**src/rtl/t8x8_tile_sched.sv**
```systemverilog
// Tile scheduler and flow controller for the 8x8 systolic transpose array.
// Optional perf counters enabled by defining T8X8_TILE_SCHED_PERF_EN.
module t8x8_tile_sched #(
    parameter int W   = 32,
    parameter int LAT = 16
) (
    input  logic           clk,
    input  logic           reset,
    input  logic           in_valid,
    output logic           in_ready,
    input  logic [8*W-1:0] in_data,
    input  logic [7:0]     in_clear,
    input  logic           in_mode,
    output logic           arr_enable,
    output logic           arr_start,
    output logic           arr_do_transpose,
    output logic [8*W-1:0] arr_x,
    output logic [7:0]     arr_mult_clear,
    input  logic [8*W-1:0] arr_z,
    output logic           out_valid,
    input  logic           out_ready,
    output logic [8*W-1:0] out_data,
    output logic [2:0]     out_row,
    output logic           out_last,
    output logic [15:0]    perf_stall,
    output logic [15:0]    perf_tiles
);

    localparam logic [1:0] IDLE  = 2'd0;
    localparam logic [1:0] LOAD  = 2'd1;
    localparam logic [1:0] DRAIN = 2'd2;

    logic [1:0] state_q, state_d;
    logic [2:0] row_cnt_q, row_cnt_d;
    logic       mode_q, mode_d;

    // Tag entry layout: {valid, row[2:0], last}
    logic [4:0] tag_q [LAT];
    logic [4:0] tag_push;

    logic out_stall;
    logic in_stall;
    logic pipe_empty;
    logic mode_ok;
    logic tile_start;
    logic accept;

    assign out_valid = tag_q[LAT-1][4];
    assign out_row   = tag_q[LAT-1][3:1];
    assign out_last  = tag_q[LAT-1][0];
    assign out_data  = arr_z;

    assign out_stall = out_valid & ~out_ready;
    assign in_stall  = (state_q == LOAD) & (row_cnt_q != 3'd0) & ~in_valid;

    // Pipeline is empty when no in-flight tag is valid
    always_comb begin
        pipe_empty = 1'b1;
        for (int i = 0; i < LAT; i++) begin
            if (tag_q[i][4]) pipe_empty = 1'b0;
        end
    end

    assign mode_ok    = pipe_empty | (in_mode == mode_q);
    assign tile_start = in_valid & ~out_stall & (row_cnt_q == 3'd0) & mode_ok;

    assign in_ready = ~out_stall
                    & (((state_q == LOAD) & (row_cnt_q != 3'd0)) | tile_start);
    assign accept   = in_valid & in_ready;

    assign arr_enable = ~out_stall & ~in_stall
                      & ((state_q != IDLE) | tile_start);

    assign arr_start        = (state_q != IDLE);
    assign arr_do_transpose = mode_q;
    assign arr_x            = accept ? in_data  : '0;
    assign arr_mult_clear   = accept ? in_clear : 8'd0;

    assign tag_push = {accept, accept ? row_cnt_q : 3'd0,
                       accept & (row_cnt_q == 3'd7)};

    // Next-state, row counter and mode, advanced only on enabled cycles
    always_comb begin
        state_d   = state_q;
        row_cnt_d = row_cnt_q;
        mode_d    = mode_q;
        if (arr_enable) begin
            unique case (state_q)
                IDLE: begin
                    if (tile_start) begin
                        state_d   = LOAD;
                        row_cnt_d = 3'd1;
                        mode_d    = in_mode;
                    end
                end
                LOAD: begin
                    row_cnt_d = row_cnt_q + 3'd1;
                    if (row_cnt_q == 3'd7) state_d = DRAIN;
                end
                DRAIN: begin
                    if (tile_start) begin
                        state_d   = LOAD;
                        row_cnt_d = 3'd1;
                        mode_d    = in_mode;
                    end else if ((row_cnt_q == 3'd0) && pipe_empty) begin
                        state_d   = IDLE;
                        row_cnt_d = 3'd0;
                    end else begin
                        row_cnt_d = row_cnt_q + 3'd1;
                    end
                end
                default: begin
                    state_d   = IDLE;
                    row_cnt_d = 3'd0;
                end
            endcase
        end
    end

    // Control state registers
    always_ff @(posedge clk) begin
        if (reset) begin
            state_q   <= IDLE;
            row_cnt_q <= 3'd0;
            mode_q    <= 1'b0;
        end else begin
            state_q   <= state_d;
            row_cnt_q <= row_cnt_d;
            mode_q    <= mode_d;
        end
    end

    // Tag shift register tracking rows through the array latency
    always_ff @(posedge clk) begin
        if (reset) begin
            for (int i = 0; i < LAT; i++) tag_q[i] <= 5'd0;
        end else if (arr_enable) begin
            tag_q[0] <= tag_push;
            for (int i = 1; i < LAT; i++) tag_q[i] <= tag_q[i-1];
        end
    end

`ifdef T8X8_TILE_SCHED_PERF_EN
    logic [15:0] stall_q;
    logic [15:0] tiles_q;

    // Stall cycles (saturating) and completed tiles (wrapping)
    always_ff @(posedge clk) begin
        if (reset) begin
            stall_q <= 16'd0;
            tiles_q <= 16'd0;
        end else begin
            if ((state_q != IDLE) && !arr_enable && (stall_q != 16'hFFFF))
                stall_q <= stall_q + 16'd1;
            if (out_valid && out_ready && out_last)
                tiles_q <= tiles_q + 16'd1;
        end
    end

    assign perf_stall = stall_q;
    assign perf_tiles = tiles_q;
`else
    assign perf_stall = 16'd0;
    assign perf_tiles = 16'd0;
`endif

endmodule
```
**config.mk**
```make
export PLATFORM = sky130hd
export DESIGN_NAME = t8x8_tile_sched
export DESIGN_NICKNAME = d
export VERILOG_FILES = /design/src/rtl/t8x8_tile_sched.sv
export SDC_FILE = /design/constraint.sdc
export NUM_CORES = 1
export LEC_CHECK = 0
export CAP_MARGIN = 20
export CORE_AREA = 2 2 420 422
export CTS_CLUSTER_DIAMETER = 150
export DETAILED_ROUTE_END_ITERATION = 10
export DIE_AREA = 0 0 422 424
export HOLD_SLACK_MARGIN = 0.02
export PLACE_DENSITY = 0.3
export SYNTH_ARGS = -nofsm -noshare
export SYNTH_HDL_FRONTEND = slang
export SYNTH_SLANG_ARGS = --single-unit
export TNS_END_PERCENT = 10
```
**constraint.sdc**
```tcl
create_clock -name clk -period 4.6 [get_ports clk]
set_clock_uncertainty 0.15 [all_clocks]
set_input_delay 0.92 -clock clk [delete_from_list [all_inputs] [get_ports clk]]
set_output_delay 0.92 -clock clk [all_outputs]
set_load 0.005 [all_outputs]
```
# After elaboration in Yosys (flattened, before gate mapping)
# Memories as Yosys holds them, arrays and structs flattened.
# Cells that the tools add are included.
# W data, S select, Z words.
[classes]
add_sub_neg = 1
n_eq_ne = 7
bitwise = 34
muxes = 49
n_reduce_logical = 9
[op_table]
columns = ["op", "n"]
rows = [
  ["$mux W256", 1],
  ["$mux W5", 16],
  ["$mux W1", 21],
  ["$or A1 B1 Y1", 19],
  ["$mux W3", 4],
  ["$and A1 B1 Y1", 11],
  ["$pmux W3 S3", 1],
  ["$mux W2", 4],
  ["$mux W8", 1],
  ["$pmux W2 S3", 1],
  ["$not A1 Y1", 4],
  ["$reduce_and A4 Y1", 1],
  ["$add A3 B1 Y3 const B", 1],
  ["$eq A3 B3 Y1 const B", 1],
  ["$logic_not A3 Y1", 1],
  ["$ne A3 B3 Y1 const B", 1],
  ["$reduce_and A3 Y1", 1],
  ["$reduce_bool A3 Y1", 1],
  ["$eq A2 B1 Y1 const B", 1],
  ["$eq A2 B2 Y1 const B", 1],
  ["$logic_not A2 Y1", 1],
  ["$ne A2 B1 Y1 const B", 1],
  ["$ne A2 B2 Y1 const B", 1],
  ["$reduce_and A2 Y1", 1],
  ["other kinds (4)", 4],
]
[totals]
mem_bits_rw = 80
in_bits = 525
memories = 1
ff_bits = 6
out_inout_bits = 561
wordCells = 104
[mem_list]
columns = ["name", "depth", "width", "rd", "rd_clocked_by_memory_dff", "wr", "line_no", "text"]
rows = [
  ["tag_q", 16, 5, 16, 0, 16, "38", "logic [4:0] tag_q [LAT];"],
]

# Longest topological paths before layout
# An unclocked memory read counts as a cell.
[logic_depth]
ltp_word = 25
depth_mapped = 9
ltp_nobuf = 7

# Worst setup path after synthesis
# No wires, ideal clock.
[synth_path]
path_kind = "input to register"
from = "input port out_ready"
to = "memory tag_q[0][0] (enable)"
arrival_time_ns = 3.534
cell_stages = 6
path_slack_ns = 0.475
setup_ns = 0.440
required_ns = 4.010
path_buffers = 1
cell_sequence = "nand2b_1 -> o31ai_2 -> a311oi_4 -> buf_2 -> inv_1 -> nand2_1"
[synth_lines]
columns = ["item", "line_no", "text"]
rows = [
  ["start: declaration", "21", "input logic out_ready,"],
  ["end: declaration", "38", ""],
]

# Worst setup path after layout
[layout_path]
from = "input port out_ready"
to = "output port arr_x[101]"
[layout_via]
elab_chain_len = 10
[layout_lines]
columns = ["item", "line_no", "text"]
rows = [
  ["$not A1 Y1 (*)", "53", "assign out_stall = out_valid & ~out_ready;"],
  ["$and A1 B1 Y1 (*)", "53", ""],
  ["$not A1 Y1 (*)", "65, 67", ""],
  ["$and A1 B1 Y1 (3 in a row)", "65", "assign tile_start = in_valid & ~out_stall & (row_cnt_q == 3'd0) & mode_ok;"],
  ["$or A1 B1 Y1", "68", "& (((state_q == LOAD) & (row_cnt_q != 3'd0)) | tile_start);"],
  ["$and A1 B1 Y1 (*)", "68", ""],
  ["$and A1 B1 Y1 (*)", "69", "assign accept = in_valid & in_ready;"],
  ["$mux W256 (*)", "76", "assign arr_x = accept ? in_data : '0;"],
  ["end: declaration", "17", "output logic [8*W-1:0] arr_x,"],
]
# Mark *: on every way between the ends. The rest lies on a longest branch, timed or not.

==> results.json <==
{
  "cts_buffers": 9,
  "drv_slew": 0,
  "period_share": 0.966,
  "pwr_density_cell_nw_per_um2": 236,
  "firstDrtPassIters": 4,
  "avgRoutedWirePerCell_um": 33.5,
  "grt_pass1_wl_mm": 130,
  "ys_seq_area_frac": 0.337,
  "num-fill-cells": 20400,
  "rows": 154,
  "setup_viol": 0,
  "fin_crit_ps": 4440,
  "cts_hold_buf": 0,
  "critPathCaptureType": "primary output",
  "top_layer": "met5",
  "seq_area_um2": 2520,
  "wl_met3_mm": 25.0,
  "clock_sinks": 86,
  "area_growth_pct": 97.3,
  "drc": 0,
  "worstSetupPathType": "input pin to primary output",
  "synth.distinct_cells": 35,
  "max_freq_mhz": 225,
  "fin_ws_ps": 158,
  "status": "completed",
  "core_um2": 175000,
  "drv_cap": 0,
  "crit_slowest_cell": "clkdlybuf4s50_1",
  "dieArea_um2": 179000,
  "ys_warn_count": 0,
  "routed-via-count": 6684,
  "avgSynthCellArea_um2": 9.12,
  "rsz0062_at_grt": "false",
  "path_clk_slew_ps": 70,
  "grt_pass1_vias": 6374,
  "startpoint_type": "input pin",
  "synth_seq_cells": 86,
  "via_per_inst": 1.94,
  "timing.setup.tns_ps": 0,
  "p_leak_uw": 0.00490,
  "grt_max_degree": 80,
  "arrival_ps": 3370,
  "drt-total-wl_mm": 115,
  "cpMostUsedCell": "clkdlybuf4s50_1",
  "antenna_found_initial": 61,
  "netlist_area_um2": 7480,
  "cts_tree": "yes",
  "max_stage_delay_ps": 530,
  "finalHoldViolations": 0,
  "portBuffers": 541,
  "multi_input_area_um2": 2680,
  "grt_overflow_total": 0,
  "crit_fanout": 34,
  "grtUsageTotal": 0.123,
  "clockRootBuffer": "clkbuf_16",
  "die_h_um": 424,
  "wl_met1_mm": 27.3,
  "clk-insertion-delay-late_ps": 350,
  "vdd_drop_max_mv": 0.189,
  "htreeDepth": 3,
  "dp_hpwl_mm": 107,
  "gp_congestion": 0.863,
  "clk_path_buf_depth": 2,
  "die_w_um": 422,
  "hold_class": "flop to flop",
  "drtIter0Drc": 371,
  "final_antenna_net_count": 0,
  "finalNetCount": 1614,
  "cp_cell_sequence": "clkdlybuf4s50_1, nand2b_2, nand2_1, o21ai_4, buf_4, clkbuf_16, and2_1, clkdlybuf4s50_1",
  "layout-drive-gt1-share": 0.103,
  "wl_met2_mm": 60.5,
  "ios": 1086,
  "pre_cts_ws_ps": 14.8,
  "initial_utilization": 0.0428,
  "tightest_slew_ps": 716,
  "relSlewSlack": 0.516,
  "cp.required_ps": 3530,
  "synthCells": 820
}
timing repair:
action	CTS	global route
endpoints found under the hold margin	0	0
gates resized for setup	0	1
setup endpoints to repair	0	24
buffers inserted	0	2
per-layer routing:
metal  vias up  GRT usage
met5         -     0.0161
met4        20     0.0179
met3       188      0.128
met2       679      0.227
met1      2968     0.0835
li1       2829          -
report_power, final:
group          leakage [µW]  switching [µW]  total, µW  internal, µW
combinational       0.00384             725       1590           867
sequential         0.000896            42.2       1050          1010
clock              0.000162             315        843           528
worst max-delay path: cells and delay by family:
kind,cells,cell delay (ps)
AO/OA/AOI/OAI,1,490
AND/OR/NAND/NOR,3,420
buffers and inverters,4,1500
flip-flops by register name, summed over array words and instances (netlist names):
name	flops
row_cnt_q	3
tag_q	80
arr_do_transpose	1
state_q	2
cells by family (layout without fill, tap and decap cells):
family          count (synthesis)  count (layout)  synth area share
other cells                     1              41          0.000501
buf+inv                       341             580             0.322
compound gates                 18              18            0.0231
mux                             1               1           0.00134
xor+xnor                        1               1           0.00117
flops                          86              86             0.337
simple gates                  369             369             0.310
fa+ha+maj                       3               3           0.00502
synth_stat cells, drive strengths merged:
| library cell | number | share of area |
|---|---|---|
| a2111o | 1 | 0.0015 |
| a21o | 1 | 0.0010 |
| a21oi | 4 | 0.0027 |
| a221oi | 1 | 0.0020 |
| a311oi | 2 | 0.0047 |
| a41o | 2 | 0.0027 |
| a41oi | 1 | 0.0012 |
| and2 | 266 | 0.22 |
| and3 | 49 | 0.041 |
| buf | 318 | 0.31 |
| clkbuf | 17 | 0.0085 |
| conb | 1 | 0.00050 |
| dfxtp | 6 | 0.016 |
| edfxtp | 80 | 0.32 |
| ha | 3 | 0.0050 |
| inv | 6 | 0.0030 |
| mux2i | 1 | 0.0013 |
| nand2 | 3 | 0.0015 |
| nand2b | 3 | 0.0025 |
| nand3 | 2 | 0.0013 |
| nand4 | 1 | 0.0017 |
| nor2 | 5 | 0.0025 |
| nor2b | 32 | 0.027 |
| nor3 | 2 | 0.0013 |
| nor3b | 1 | 0.0010 |
| nor4 | 5 | 0.0075 |
| o21a | 1 | 0.0010 |
| o21ai | 3 | 0.0035 |
| o31ai | 1 | 0.0017 |
| o41ai | 1 | 0.0012 |
| xor2 | 1 | 0.0012 |
worst paths after layout:
kind | from | to | slack (ps) | depth (start not counted)
worst max-delay path | out_ready | arr_x[101] | 160 | 8
worst min-delay path | tag_q[2][17] | tag_q[3][2] | 370 | 1
worst max register to register | row_cnt_q[0] | tag_q[2][5] | 1370 | 9
worst min register to register | tag_q[2][17] | tag_q[3][2] | 370 | 1
layout make-up:
class                      count  share of cell area
tap                         2340               0.198
multi-input combinational    424               0.181
clock inverter                 6             0.00754
sequential                    86               0.171
inverter                       6             0.00153
antenna                        9             0.00153
timing repair buffer         559               0.424
clock buffer                   9              0.0153
per-stage QoR:
step	std cells	power (µW)	hold WS (ps)	utilization	cell area, µm²
floorplan	851	1700	359	-	7600
global placement	3411	2670	363	0.0819	14300
detailed placement	3411	2660	370	0.0819	14300
CTS	3426	3530	379	0.0839	14700
global route	3430	3650	401	0.0842	14700
finish	3439	3490	372	0.0844	14800
placed cells by master, fill, tap and decap left out, drive strengths merged, types with 6 or more instances in the layout:
master / netlist / routed
diode: 0 / 9
buf: 318 / 84
dfxtp: 6 / 6
clkbuf: 17 / 11
and3: 49 / 49
inv: 6 / 6
nor2b: 32 / 32
edfxtp: 80 / 80
clkdlybuf4s50: 0 / 473
and2: 266 / 266
conb: 1 / 32
(Power assumes the default switching activity.)
